`config.mk`:
```
export PLATFORM = sky130hd
export DESIGN_NAME = tlc_phase_arbiter
export DESIGN_NICKNAME = d
export VERILOG_FILES = /design/src/rtl/tlc_phase_arbiter.sv
export SDC_FILE = /design/constraint.sdc
export NUM_CORES = 1
export LEC_CHECK = 0
export BUFFER_PORTS_ARGS = -buffer_cell sky130_fd_sc_hd__buf_4
export CAP_MARGIN = 20
export CORE_MARGIN = 4
export CORE_UTILIZATION = 35
export CTS_CLUSTER_SIZE = 12
export DETAILED_ROUTE_END_ITERATION = 8
export PLACE_DENSITY = 0.54
export SLEW_MARGIN = 20
export SYNTH_ARGS = -nofsm -noshare
export SYNTH_HDL_FRONTEND = slang
export SYNTH_SLANG_ARGS = --single-unit
```
`constraint.sdc`:
```
create_clock -name clock -period 2.8 [get_ports clock]
set_input_delay 0.14 -clock clock [delete_from_list [all_inputs] [get_ports clock]]
set_output_delay 0.14 -clock clock [all_outputs]
set_load 0.01 [all_outputs]
```
`src/rtl/tlc_phase_arbiter.sv`:
```
// tlc_phase_arbiter
//   Multi-approach intersection scheduler. One approach is green at a time.
//   Vehicle sensor requests are latched and served round-robin. Each handover
//   runs GREEN -> YELLOW -> ALL_RED -> next GREEN, with min/max green timing.
//
// Optional feature macro: TLC_PED_PHASE_EN
//   When defined, ped_req latches a pedestrian request. That request inserts a
//   PED_WALK phase (all red, walk=1) after the ALL_RED clearance.
//   When undefined, ped_req is ignored and walk is tied low.
//
// Ports
//   clock      in   system clock, rising edge
//   reset_n    in   asynchronous active-low reset
//   sensor     in   [NUM_APPR] per-approach vehicle presence (level)
//   ped_req    in   pedestrian button (level)
//   lights     out  [2*NUM_APPR] per-approach code at [2i+1:2i]: 00 red, 01 green, 10 yellow
//   grant      out  [NUM_APPR] one-hot green/yellow owner, zero in ALL_RED/PED_WALK
//   phase_idx  out  index of the current (or last) owner
//   walk       out  pedestrian walk indication
//   phase_done out  one-cycle pulse on the cycle a new GREEN is entered
module tlc_phase_arbiter #(
    parameter int NUM_APPR  = 4,
    parameter int MIN_GREEN = 10,
    parameter int MAX_GREEN = 20,
    parameter int YELLOW_T  = 4,
    parameter int ALL_RED_T = 2,
    parameter int PED_T     = 6
) (
    input  logic                        clock,
    input  logic                        reset_n,
    input  logic [NUM_APPR-1:0]         sensor,
    input  logic                        ped_req,
    output logic [2*NUM_APPR-1:0]       lights,
    output logic [NUM_APPR-1:0]         grant,
    output logic [$clog2(NUM_APPR)-1:0] phase_idx,
    output logic                        walk,
    output logic                        phase_done
);

    localparam int OW = $clog2(NUM_APPR);

    // The timer must hold the longest terminal count of any state.
    localparam int T_A  = (MAX_GREEN > PED_T) ? MAX_GREEN : PED_T;
    localparam int T_B  = (YELLOW_T > ALL_RED_T) ? YELLOW_T : ALL_RED_T;
    localparam int TMAX = (T_A > T_B) ? T_A : T_B;
    localparam int TW   = $clog2(TMAX + 1);

    localparam logic [TW-1:0] MING_LAST = TW'(MIN_GREEN - 1);
    localparam logic [TW-1:0] MAXG_LAST = TW'(MAX_GREEN - 1);
    localparam logic [TW-1:0] YEL_LAST  = TW'(YELLOW_T - 1);
    localparam logic [TW-1:0] AR_LAST   = TW'(ALL_RED_T - 1);
    localparam logic [TW-1:0] T_SAT     = '1;

    localparam logic [1:0] ST_GREEN   = 2'd0;
    localparam logic [1:0] ST_YELLOW  = 2'd1;
    localparam logic [1:0] ST_ALL_RED = 2'd2;
`ifdef TLC_PED_PHASE_EN
    localparam logic [1:0] ST_PED     = 2'd3;
    localparam logic [TW-1:0] PED_LAST = TW'(PED_T - 1);
`endif

    logic [1:0]          state, state_nxt;
    logic [OW-1:0]       owner, owner_nxt;
    logic [TW-1:0]       timer;
    logic [NUM_APPR-1:0] pending;
    logic                enter;        // any state entry: clears the timer
    logic                enter_green;  // entry into GREEN: clears pending[owner_nxt]
    logic [NUM_APPR-1:0] owner_oh;
    logic [NUM_APPR-1:0] set_mask;
    logic [NUM_APPR-1:0] clr_mask;
    logic                other_pending;
    logic                phase_done_q;

`ifdef TLC_PED_PHASE_EN
    logic ped_pending;
    logic ped_clr;
`else
    logic unused_ped;
    assign unused_ped = ped_req;
`endif

    // Round-robin search starting after cur; the owner itself is checked
    // last. Returns fallback when nothing is requested.
    function automatic logic [OW-1:0] rr_next(input logic [NUM_APPR-1:0] req,
                                              input logic [OW-1:0]       cur,
                                              input logic [OW-1:0]       fallback);
        logic          found;
        logic [OW-1:0] idx;
        rr_next = fallback;
        found   = 1'b0;
        for (int unsigned k = 1; k <= NUM_APPR; k++) begin
            idx = OW'((32'(cur) + k) % NUM_APPR);
            if (!found && req[idx]) begin
                rr_next = idx;
                found   = 1'b1;
            end
        end
    endfunction

    assign owner_oh = NUM_APPR'(1) << owner;

`ifdef TLC_PED_PHASE_EN
    assign other_pending = (|(pending & ~owner_oh)) | ped_pending;
`else
    assign other_pending = |(pending & ~owner_oh);
`endif

    // The owner's own sensor does not latch while it holds green; it is
    // the extension input instead.
    assign set_mask = sensor & ~((state == ST_GREEN) ? owner_oh : '0);
    assign clr_mask = enter_green ? (NUM_APPR'(1) << owner_nxt) : '0;

    always_comb begin
        state_nxt   = state;
        owner_nxt   = owner;
        enter       = 1'b0;
        enter_green = 1'b0;
`ifdef TLC_PED_PHASE_EN
        ped_clr     = 1'b0;
`endif
        case (state)
            ST_GREEN: begin
                if (timer >= MING_LAST && other_pending &&
                    (!sensor[owner] || timer >= MAXG_LAST)) begin
                    state_nxt = ST_YELLOW;
                    enter     = 1'b1;
                end
            end
            ST_YELLOW: begin
                if (timer == YEL_LAST) begin
                    state_nxt = ST_ALL_RED;
                    enter     = 1'b1;
                end
            end
            ST_ALL_RED: begin
                if (timer == AR_LAST) begin
                    enter = 1'b1;
`ifdef TLC_PED_PHASE_EN
                    if (ped_pending) begin
                        state_nxt = ST_PED;
                        ped_clr   = 1'b1;
                    end else begin
                        state_nxt   = ST_GREEN;
                        owner_nxt   = rr_next(pending, owner, '0);
                        enter_green = 1'b1;
                    end
`else
                    state_nxt   = ST_GREEN;
                    owner_nxt   = rr_next(pending, owner, '0);
                    enter_green = 1'b1;
`endif
                end
            end
`ifdef TLC_PED_PHASE_EN
            ST_PED: begin
                if (timer == PED_LAST) begin
                    state_nxt   = ST_GREEN;
                    owner_nxt   = rr_next(pending, owner, owner);
                    enter       = 1'b1;
                    enter_green = 1'b1;
                end
            end
`endif
            default: begin
                state_nxt = ST_GREEN;
                owner_nxt = '0;
                enter     = 1'b1;
            end
        endcase
    end

    always_ff @(posedge clock or negedge reset_n) begin
        if (!reset_n) begin
            state        <= ST_GREEN;
            owner        <= '0;
            timer        <= '0;
            pending      <= '0;
            phase_done_q <= 1'b0;
        end else begin
            state        <= state_nxt;
            owner        <= owner_nxt;
            // Saturation only matters while resting on green.
            timer        <= enter ? '0 : ((timer == T_SAT) ? timer : timer + 1'b1);
            // Clear wins over a same-cycle set.
            pending      <= (pending | set_mask) & ~clr_mask;
            phase_done_q <= enter_green;
        end
    end

`ifdef TLC_PED_PHASE_EN
    always_ff @(posedge clock or negedge reset_n) begin
        if (!reset_n) begin
            ped_pending <= 1'b0;
        end else begin
            ped_pending <= (ped_pending | ped_req) & ~ped_clr;
        end
    end
`endif

    always_comb begin
        lights = '0;
        grant  = '0;
        for (int unsigned i = 0; i < NUM_APPR; i++) begin
            if (owner_oh[i]) begin
                if (state == ST_GREEN) begin
                    lights[2*i +: 2] = 2'b01;
                    grant[i]         = 1'b1;
                end else if (state == ST_YELLOW) begin
                    lights[2*i +: 2] = 2'b10;
                    grant[i]         = 1'b1;
                end
            end
        end
    end

    assign phase_idx  = owner;
    assign phase_done = phase_done_q;
`ifdef TLC_PED_PHASE_EN
    assign walk = (state == ST_PED);
`else
    assign walk = 1'b0;
`endif

endmodule

```
=== After elaboration in Yosys (flattened, before gate mapping) ===
Index checks and enable logic that the tools add are counted.

* Flip-flop bits (word level): 14
* Input bits: 7
* Output and inout port bits: 16

* Add/sub/neg operators: 5
* $lt $le $gt $ge: 7
* Equality and inequality tests: 9
* Shift-type cells: 2
* Multiplexer cells: 50
* Bitwise logic cells: 7
* Reductions and logical operators: 14

{| class="wikitable"
|+ Operators by type and width
! kind !! number
|-
| $mux 2 || 14
|-
| $mux 1 || 24
|-
| $lt 2x3->1 const B || 5
|-
| $and 4x4->4 || 3
|-
| $not 4->4 || 3
|-
| $bmux 1 s2 || 5
|-
| $mux 5 || 2
|-
| $mux 4 || 2
|-
| $shl 1x2->4 const A || 2
|-
| $ne 2x2->1 const B || 3
|-
| $pmux 2 s3 || 1
|-
| $add 5x1->5 const B || 1
|-
| $eq 5x1->1 const B || 1
|-
| $eq 5x2->1 const B || 1
|-
| $eq 5x5->1 const B || 1
|-
| $ge 5x4->1 const B || 1
|-
| $ge 5x5->1 const B || 1
|-
| $logic_and 1x1->1 || 5
|-
| $add 2x1->2 const B || 2
|-
| $add 2x2->2 const B || 2
|-
| $logic_not 1->1 || 4
|-
| $or 4x4->4 || 1
|-
| $pmux 2 s2 || 1
|-
| $reduce_or 4->1 || 1
|-
| other kinds (8) || 8
|}

=== Logic depth before layout (Yosys ltp) ===
Gate-level depths: netlist of the first run.

* Word-level depth: 25
* Mapped depth: 9
* Depth with buffers taken out: 7

=== Least setup slack after synthesis of the first run ===
OpenSTA, ideal clock, no wires.

* Kind: register -> register
* Start point: register owner[0], in the netlist phase_idx[0]
* End point: register pending[2]
* Setup time: 0.124 ns
* Arrival time: 2.287 ns
* Data required time: 2.676 ns
* Slack: 0.389 ns
* Cell stages (with the launch flop): 10
* Cells stage by stage: dfrtp_1 buf_6 inv_2 ha_1 buf_1 mux4_2 nor4b_2 o21ai_1 a21boi_4 o31a_1

* Word-level cells in the longest chain between the ends: 25
* Elaborated cells on any way between the ends: 42
* Classes of those cells: 4 x add/sub; 2 x shift; 25 x mux; 5 x bitwise; 6 x reduce/logical

{| class="wikitable"
|+ Ends and longest elaborated chain
! element !! RTL line !! text
|-
| start: declaration || 63 || <nowiki>logic [OW-1:0] owner, owner_nxt;</nowiki>
|-
| start signal: assignment || 181 || <nowiki>owner <= owner_nxt;</nowiki>
|-
| $add 2x1->2 || 92 || <nowiki>idx = OW'((32'(cur) + k) % NUM_APPR);</nowiki>
|-
| $bmux 1 s2 || 93 || <nowiki>if (!found && req[idx]) begin</nowiki>
|-
| $mux 1 (not written as such) || 93 ||
|-
| $mux 1 || 93 ||
|-
| $mux 1 || 136 || <nowiki>if (timer == AR_LAST) begin</nowiki>
|-
| $mux 1 || 121 || <nowiki>case (state)</nowiki>
|-
| $logic_not 1->1 || 93 ||
|-
| $logic_and 1x1->1 || 93 ||
|-
| [... 9 more ...] || n/a ||
|-
| $logic_and 1x1->1 || 93 ||
|-
| $mux 2 || 93 ||
|-
| $mux 2 || 136 ||
|-
| $pmux 2 s2 || 121 ||
|-
| $shl 1x2->4 || 111 || <nowiki>assign clr_mask = enter_green ? (NUM_APPR'(1) << owner_nxt) : '0;</nowiki>
|-
| $mux 4 || 111 ||
|-
| $not 4->4 || 185 || <nowiki>pending <= (pending | set_mask) & ~clr_mask;</nowiki>
|-
| $and 4x4->4 (*) || 185 ||
|-
| end signal: assignment || 185 ||
|-
| end: declaration || 65 || <nowiki>logic [NUM_APPR-1:0] pending;</nowiki>
|}

Every way passes the cells marked *; elsewhere a longest branch is shown, timed or not. The select of a mux whose other input is x is not followed.
A chain may end at the register's enable or synchronous reset.

=== Worst setup path after layout of the first run ===
* Start point: register owner[0], in the netlist phase_idx[0]
* End point: register pending[3]

Same word-level chain as after synthesis.

==> impl_summary.md, run 1 <==
Power
For this design the static power due to leakage is 0.657 nW. In this run, the combinational gates consume a little under three fifths of the power. Net switching is a little under half of the power. The power density over cell area is a little over 800 nW/um2.

The total internal power is approximately 0.61 mW. In this run the power spent charging and discharging nets is around 0.51 mW. The worst-case IR drop observed on VDD is between 300 and 400 uV.

The total chip power is between 1 and 1.5 mW. The clock network is responsible for approximately a tenth of the overall power. Sequential cells burn 32.4% of the power.

Detailed routing
After detailed routing, the number of vias per cell comes to 5.30. The remaining routing DRC violations is 0. The residual antenna-violating net count after detailed routing is 0.

Detailed routing inserted a total of just over 1000 vias. The number of violations reported at the end of detailed-routing iteration 0 is 53. The post-detailed-routing wire length is ~2.7 mm.

The routed wire length per instance is 14.0 um. The length of the first detailed-routing pass in iterations is 4.

STA
Across the routed clock network, the largest skew measured is approximately 2.4 ps. The number of hold violations in the final report is 0. The max-slew violation total from the final report is 0.

Setup repair after global routing left no endpoint under its margin. The minimum clock period is ~2300 ps. The maximum frequency from static timing analysis is roughly 430 MHz. The portion of the clock cycle consumed by the worst path in the final layout is 83.4%. The post-route setup TNS is 0 ps. Setup violations remaining at the end of the flow were counted as 0.

Yosys
The synthesized netlist occupies a cell area of roughly 1200 um2. After technology mapping, the gate count stands at 126. The sequential cell area fraction in the yosys report is a little under a third. The post-synthesis net count is 140. After synthesis, the mean cell area works out to about 9.2 um2.

The count of unique library cells instantiated by Yosys is a little over 40. The register bit count reported by yosys is 14. The number of warning messages in the yosys log is 0.

Clock tree
Clock-pin slew was measured on the worst setup and hold paths at 80 ps. For the worst-skew pair, the clock arrives at the later sink with an insertion delay of between 200 and 300 ps. The number of sinks on the clock net is 14.

CTS built an H-tree with a depth of 1. CTS placed an instance of sky130_fd_sc_hd__clkbuf_4 at the clock tree root. In this run, CTS created clock tree buffers numbering 3. The clock tree from TritonCTS is done.

The post-CTS setup buffer count is 0. No sink is reached through more buffers than the 2 on the longest clock path.

Global route
The sum of overflow across all layers after global routing is 0. The via count of the first global-routing pass is between 1000 and 1500. The number of antenna violations at the first check in global routing is 0.

Entering global routing, the biggest net connects 15 pins. The all-layer global routing usage is roughly 14%. The global-route wire length before repair is between 4 and 5 mm.

Worst setup path
For flop-to-flop paths, the worst setup slack is about 460 ps. For the worst flop-to-flop path, the logic depth is 7. The biggest fanout along the worst timing path is 8.

The endpoint identified for the worst register-to-register timing path is pending[3]$_DFF_PN0_. STA classifies the critical path endpoint as a register. The worst path required time is slightly below 3000 ps. The critical setup path kind is reg2reg. STA classifies the critical path startpoint as a register. The reg-to-reg critical path startpoint is phase_idx[0]$_DFF_PN0_. Data on the critical path arrives at its endpoint at 2510 ps.

Final layout
The net count reported at finish is 163. The count of inserted antenna diode cells is 0. The post-route netlist has between 20% and 30% of its cells at a drive strength greater than 1. The area growth from synthesis to layout is 19.3%. Leaving out fill and tap cells, the most frequent cell in the layout is sky130_fd_sc_hd__buf_4. The finished cells cover ~1400 um2. In the layout the commonest cells are sky130_fd_sc_hd__buf_4 (22), sky130_fd_sc_hd__dfrtp_1 (14), sky130_fd_sc_hd__nor2_1 (13).

Hold path
The destination of the worst hold path is pending[0]$_DFF_PN0_. The startpoint of the most critical hold path is sensor[0]. In this run the worst hold path is classified as in2reg.

Along the worst hold path, the cell count comes to 3.

Placed design
Detailed placement ended at an HPWL of around 2.1 mm. After detailed placement, the total cell area comes to between 1000 and 1500 um2. The count of port buffers added during placement is 20. Routability-driven placement finished with a final weighted congestion of 0.869.

Floorplan
The floorplan has 20 rows. The initial utilization of the core area, before any placement, comes to about 37%. The die width is approximately 65 um. The overall die height is ~65 um. The die covers around 4300 um2.

After floorplanning, the core was sized to cover ~3100 um2. The top-level port count is 23.

Outcome
The flow ran to the end, and the final reports show no timing, DRC or antenna violations.

Job
The max-capacitance violation count is 0.
==> per-stage QoR <==
stage	setup WS (ps)	util [%]	hold slack, ps	cells
global route	278	44.4	126	191
detailed placement	480	43.3	2.85	187
global placement	524	43.3	3.25	187
finish	463	44.4	142	191
CTS	461	44.4	135	191
floorplan	389	-	-156	126
==> cells by family (layout without fill, tap and decap cells) <==
kind of cell,after synthesis,in the layout,synth area share (%)
and+or+nand+nor,46,46,21.4
AOI/OAI and AO/OA,30,30,18.9
buffers and inverters,17,38,6.51
DFF,14,14,30.4
muxes,8,8,12.7
adders and majority gates,7,7,7.59
xor gates and xnor gates,3,3,2.28
other,1,1,0.325
==> flip-flops by register name, indices dropped and copies added, names as in the netlist <==
| register | count |
|---|---|
| timer | 5 |
| phase_idx | 2 |
| phase_done | 1 |
| state | 2 |
| pending | 4 |
==> cell usage after synthesis (all sizes together) <==
| master | instances | area, um2 |
|---|---|---|
| dfrtp | 14 | 350 |
| nor2 | 13 | 48.8 |
| inv | 12 | 45.0 |
| nand2 | 8 | 30.0 |
| o21ai | 8 | 40.0 |
| ha | 7 | 87.6 |
| nand2b | 6 | 37.5 |
| nor2b | 6 | 37.5 |
| a21oi | 5 | 25.0 |
| and2 | 5 | 31.3 |
| mux4 | 5 | 116 |
| buf | 3 | 22.5 |
| mux2i | 3 | 30.0 |
| a32oi | 2 | 17.5 |
| clkbuf | 2 | 7.51 |
| nand3 | 2 | 10.0 |
| nand4b | 2 | 17.5 |
| o2111ai | 2 | 17.5 |
| o22ai | 2 | 12.5 |
| o31a | 2 | 17.5 |
| xor2 | 2 | 17.5 |
| a2111oi | 1 | 8.76 |
| a21boi | 1 | 18.8 |
| a221o | 1 | 10.0 |
| a31oi | 1 | 6.26 |
| and3 | 1 | 6.26 |
| conb | 1 | 3.75 |
| nor3 | 1 | 5.00 |
| nor4b | 1 | 15.0 |
| o211a | 1 | 10.0 |
| o221ai | 1 | 8.76 |
| o311ai | 1 | 8.76 |
| o31ai | 1 | 7.51 |
| o41ai | 1 | 8.76 |
| or2b | 1 | 7.51 |
| xnor2 | 1 | 8.76 |
==> worst max-delay path by stage <==
stage / start / endpoint / slack [ps] / cells past startpoint
floorplan: phase_idx[0]$_DFF_PN0_ / pending[2]$_DFF_PN0_ / 390 / 9
global placement: phase_idx[0]$_DFF_PN0_ / pending[3]$_DFF_PN0_ / 520 / 7
detailed placement: phase_idx[0]$_DFF_PN0_ / pending[3]$_DFF_PN0_ / 480 / 7
CTS: phase_idx[0]$_DFF_PN0_ / pending[3]$_DFF_PN0_ / 460 / 7
global route: phase_idx[0]$_DFF_PN0_ / pending[3]$_DFF_PN0_ / 280 / 7
finish: phase_idx[0]$_DFF_PN0_ / pending[3]$_DFF_PN0_ / 460 / 7
==> worst max-delay path, cell delays in order (launching register included) <==
cell,delay (ps)
sky130_fd_sc_hd__dfrtp_1,480
sky130_fd_sc_hd__inv_2,90
sky130_fd_sc_hd__ha_1,460
sky130_fd_sc_hd__mux4_2,410
sky130_fd_sc_hd__nor4b_2,270
sky130_fd_sc_hd__o21ai_1,110
sky130_fd_sc_hd__a21boi_4,160
sky130_fd_sc_hd__o31a_1,250
==> area by class of cell <==
type | instances | area [um2]
Fill cell | 345 | 1730
Multi-Input combinational cell | 95 | 728
Sequential cell | 14 | 350
Timing Repair Buffer | 23 | 175
Tap cell | 44 | 55.1
Inverter | 12 | 45.0
Clock buffer | 3 | 22.5
==> layer usage <==
layer	track usage [%]	share of wire, %	up-vias	wire (um)
met5	0	0	-	0
met4	4.92	1.5	0	40
met3	3.25	3.4	6	92
met2	25.3	54	17	1440
met1	15.6	41	497	1090
li1	-	-	493	-
==> what timing repair did <==
item / CTS / global route
endpoints found under the hold margin: 14 / 0
hold buffers: 1 / 0
resized for setup: 0 / 0
==> power by group through the flow <==
stage	registers, mW	clock network, mW	logic [mW]
after floorplan	0.334	0	0.476
after global placement	0.365	0	0.650
after detailed placement	0.366	0	0.648
after CTS	0.362	0.121	0.653
after global routing	0.377	0.135	0.729
final	0.364	0.113	0.647
Power figures use the tool's default switching activity.
==> run 2: changes to the inputs <==
--- a/config.mk
+++ b/config.mk
@@ -11,7 +11,7 @@
 export CORE_UTILIZATION = 35
 export CTS_CLUSTER_SIZE = 12
 export DETAILED_ROUTE_END_ITERATION = 8
-export PLACE_DENSITY = 0.54
+export PLACE_DENSITY = 0.56
 export SLEW_MARGIN = 20
 export SYNTH_ARGS = -nofsm -noshare
 export SYNTH_HDL_FRONTEND = slang
==> constraint.sdc (replaced) <==
create_clock -name clock -period 1.9 [get_ports clock]
set_input_delay 0.095 -clock clock [delete_from_list [all_inputs] [get_ports clock]]
set_output_delay 0.095 -clock clock [all_outputs]
set_load 0.01 [all_outputs]
==> run 2 against run 1 <==
The run now ends with negative setup slack left. Clock-buffer cell count grew 1. Cell count grew 8.4%. Die area stayed put. Fmax increased by 14%. Largest power group unchanged. First-iteration DRC count shrank 7.5%.
==> impl_summary.md, run 2 (synthesis gave the netlist of run 1 again) <==
Outcome
The run finished, with violations left. The final reports fail on negative setup slack.

Worst setup path
The startpoint kind of the worst setup timing path is a register. For the worst setup path, the data required time is ~2100 ps. The biggest fanout along the worst timing path is 6. The longest individual stage delay on the worst path is between 400 and 500 ps. The arrival time at the worst endpoint is approximately 2200 ps. The reg-to-reg critical path startpoint is phase_idx[0]$_DFF_PN0_. The slowest cell on the critical path is sky130_fd_sc_hd__dfrtp_2. By startpoint and endpoint, the worst setup path is classified as reg2reg. The setup check on the worst reg-to-reg path leaves a slack of -140 ps. The worst setup path is captured at a register.

The endpoint of the worst register-to-register path is pending[2]$_DFF_PN0_. The depth of the worst register-to-register path is 7. The critical path goes through inv_4 > ha_4 > mux4_2 > nor4b_4 > o21ai_2 > a21boi_4 > o31a_1.

Final layout
The count of inserted antenna diode cells is 0. The share of final-layout standard cells stronger than drive strength 1 is 39.3%. Leaving out fill and tap cells, the most frequent cells in the layout are sky130_fd_sc_hd__buf_4 (35), sky130_fd_sc_hd__nor2_1 (13), sky130_fd_sc_hd__dfrtp_1 (12).

The net count of the finished layout is approximately 180. Summing all non-filler instances in the final layout gives an area of about 1600 um2. Leaving out fill and tap cells, the most frequent cell in the layout is sky130_fd_sc_hd__buf_4.

The largest registers in the layout are timer (5), pending (4). The register with the most flip-flops in the layout has 5 of them. The layout has between 200 and 300 filler cells. The area growth from synthesis to layout is 37.7%. Counting flops per register, the top entry is timer.

Clock tree
Counting along the longest clock path gives a buffer depth of 2. The number of sinks on the clock net is 14. Buffers inserted during clock tree synthesis total 3. The CTS H-tree depth is 1. The clock-pin transition on the worst setup and hold timing paths is around 110 ps. In this run the clock root is driven by a sky130_fd_sc_hd__clkbuf_4.

The clock latency of the later-clocked register in the worst-skew pair is 290 ps. The clock tree from TritonCTS is done.

STA
The max-slew violation total from the final report is 0. The portion of the clock cycle consumed by the worst path in the final layout is 108%. For the final database, setup skew stands at between 10 and 15 ps. Setup violations remaining at the end of the flow were counted as 6. Setup repair after global routing could not meet its margin everywhere. The minimum clock period is about 2000 ps. The number of hold violations in the final report is 0. The maximum frequency from static timing analysis is between 400 and 500 MHz. In the final timing run, aggregate negative setup slack is -587 ps. The worst setup slack after layout is -143 ps.

Floorplan
The top-level port count is 23. Measured along the y axis, the die boundary spans between 60 and 70 um. The initialized floorplan defines 20 standard-cell rows. The starting density of the core is 37.2%.

The total core area is 3100 um2. The die is about 65 um wide. The die covers 4280 um2.

Job
Across the run, the number of max-cap violations was 0.

Global route
The maximum number of pins on one net before global-route repair is 15. The all-layer global routing usage is between 10% and 20%. The via count of the first global-routing pass came to 1038.

The sum of overflow across all layers after global routing is 0. The global-route wire length before repair is about 5 mm. The number of antenna violations at the first check in global routing is 0.

Detailed routing
The detailed router placed approximately 1100 vias in this run. The number of violations reported at the end of detailed-routing iteration 0 is slightly below 50. In the final routed layout, each cell accounts on average for about 15 um. The length of the first detailed-routing pass in iterations is 4. In the routed layout, each cell is associated on average with a via count of roughly 5.2. The residual antenna-violating net count after detailed routing is 0. Wires add up to ~3.1 mm. After detailed routing, the number of remaining DRC violations is 0.

Placed design
The total half-perimeter wirelength after legalization and detailed placement is between 2 and 2.5 mm. In this run the tool buffered the top-level ports with 20 buffer cells. The final estimated routing congestion in global placement is 0.876.

Summing all placed instances gives a cell area of around 1400 um2.

Power
The power density over cell area is around 1200 nW/um2. In this run the static leakage power is between 0.7 and 0.8 nW. The peak supply drop is 687 uV.

Hold path
In this run the worst hold path is classified as in2reg. The hold path depth is 3. The path with the worst hold slack has its endpoint at pending[0]$_DFF_PN0_. The worst hold path begins at sensor[0].
## run 2: cell count changes in the layout (fill, tap and decap cells not counted), sizes merged
cell,change
clkbuf,+1
buf,+15
## run 2: what timing repair did
| item | 4_1_cts | 5_1_grt |
|---|---|---|
| buffers inserted | 3 | 2 |
| pin swaps | 2 | 4 |
| endpoints found under the hold margin | 14 | 0 |
| setup endpoints to repair | 6 | 11 |
| resized for setup | 8 | 10 |
| hold buffers | 1 | 0 |
## run 2: metrics by stage
| step | instances | power, mW | utilization (%) | hold WS, ps | worst slack [ps] |
|---|---|---|---|---|---|
| 4_1_cts | 205 | 1.87 | 49.4 | 88.5 | -139 |
| 3_5_place_dp | 197 | 1.56 | 46.3 | -37.3 | -170 |
| 3_3_place_gp | 197 | 1.56 | 46.3 | -37.1 | -106 |
| 2_1_floorplan | 126 | 1.22 | - | -201 | -282 |
| 5_1_grt | 207 | 2.10 | 51.2 | 85.7 | -183 |
| 6_report | 207 | 1.93 | 51.2 | 95.2 | -143 |
## run 2: worst max-delay path by stage
stage,start,depth (start not counted),endpoint
2_1_floorplan,phase_idx[0]$_DFF_PN0_,9,pending[2]$_DFF_PN0_
3_3_place_gp,phase_idx[0]$_DFF_PN0_,8,phase_idx[0]$_DFF_PN0_
3_5_place_dp,phase_idx[0]$_DFF_PN0_,5,pending[2]$_DFF_PN0_
4_1_cts,phase_idx[0]$_DFF_PN0_,7,pending[2]$_DFF_PN0_
5_1_grt,phase_idx[0]$_DFF_PN0_,7,pending[2]$_DFF_PN0_
6_report,phase_idx[0]$_DFF_PN0_,7,pending[2]$_DFF_PN0_
## run 2: layer usage
layer / vias to the layer above / global-route usage, % / wire length, um
li1: 526 / - / -
met1: 494 / 23.2 / 1450
met2: 60 / 23.4 / 1340
met3: 6 / 2.39 / 257
met4: 0 / 3.37 / 61
met5: - / 0 / 0
## run 2: worst max-delay path: cells and delay by family, from the launching register on
family / cells / cell delay [ps]
compound gates: 3 / 490
flops: 1 / 470
mux: 1 / 340
simple gates: 1 / 300
fa+ha+maj: 1 / 280
buf+inv: 1 / 50
## run 2: cell type report
| cell class | count | area, um2 | area share [%] |
|---|---|---|---|
| Clock buffer | 4 | 36.3 | 2.28 |
| Multi-Input combinational cell | 95 | 802 | 50.5 |
| Inverter | 12 | 47.5 | 2.99 |
| Timing Repair Buffer | 38 | 295 | 18.6 |
| Tap cell | 44 | 55.1 | 3.46 |
| Sequential cell | 14 | 353 | 22.2 |
## run 2: power by group
part           leakage, nW  switching, mW  internal [mW]  total, mW
Combinational        0.597          0.590          0.568       1.16
Sequential           0.155          0.161          0.388      0.549
Clock               0.0210          0.109          0.116      0.226
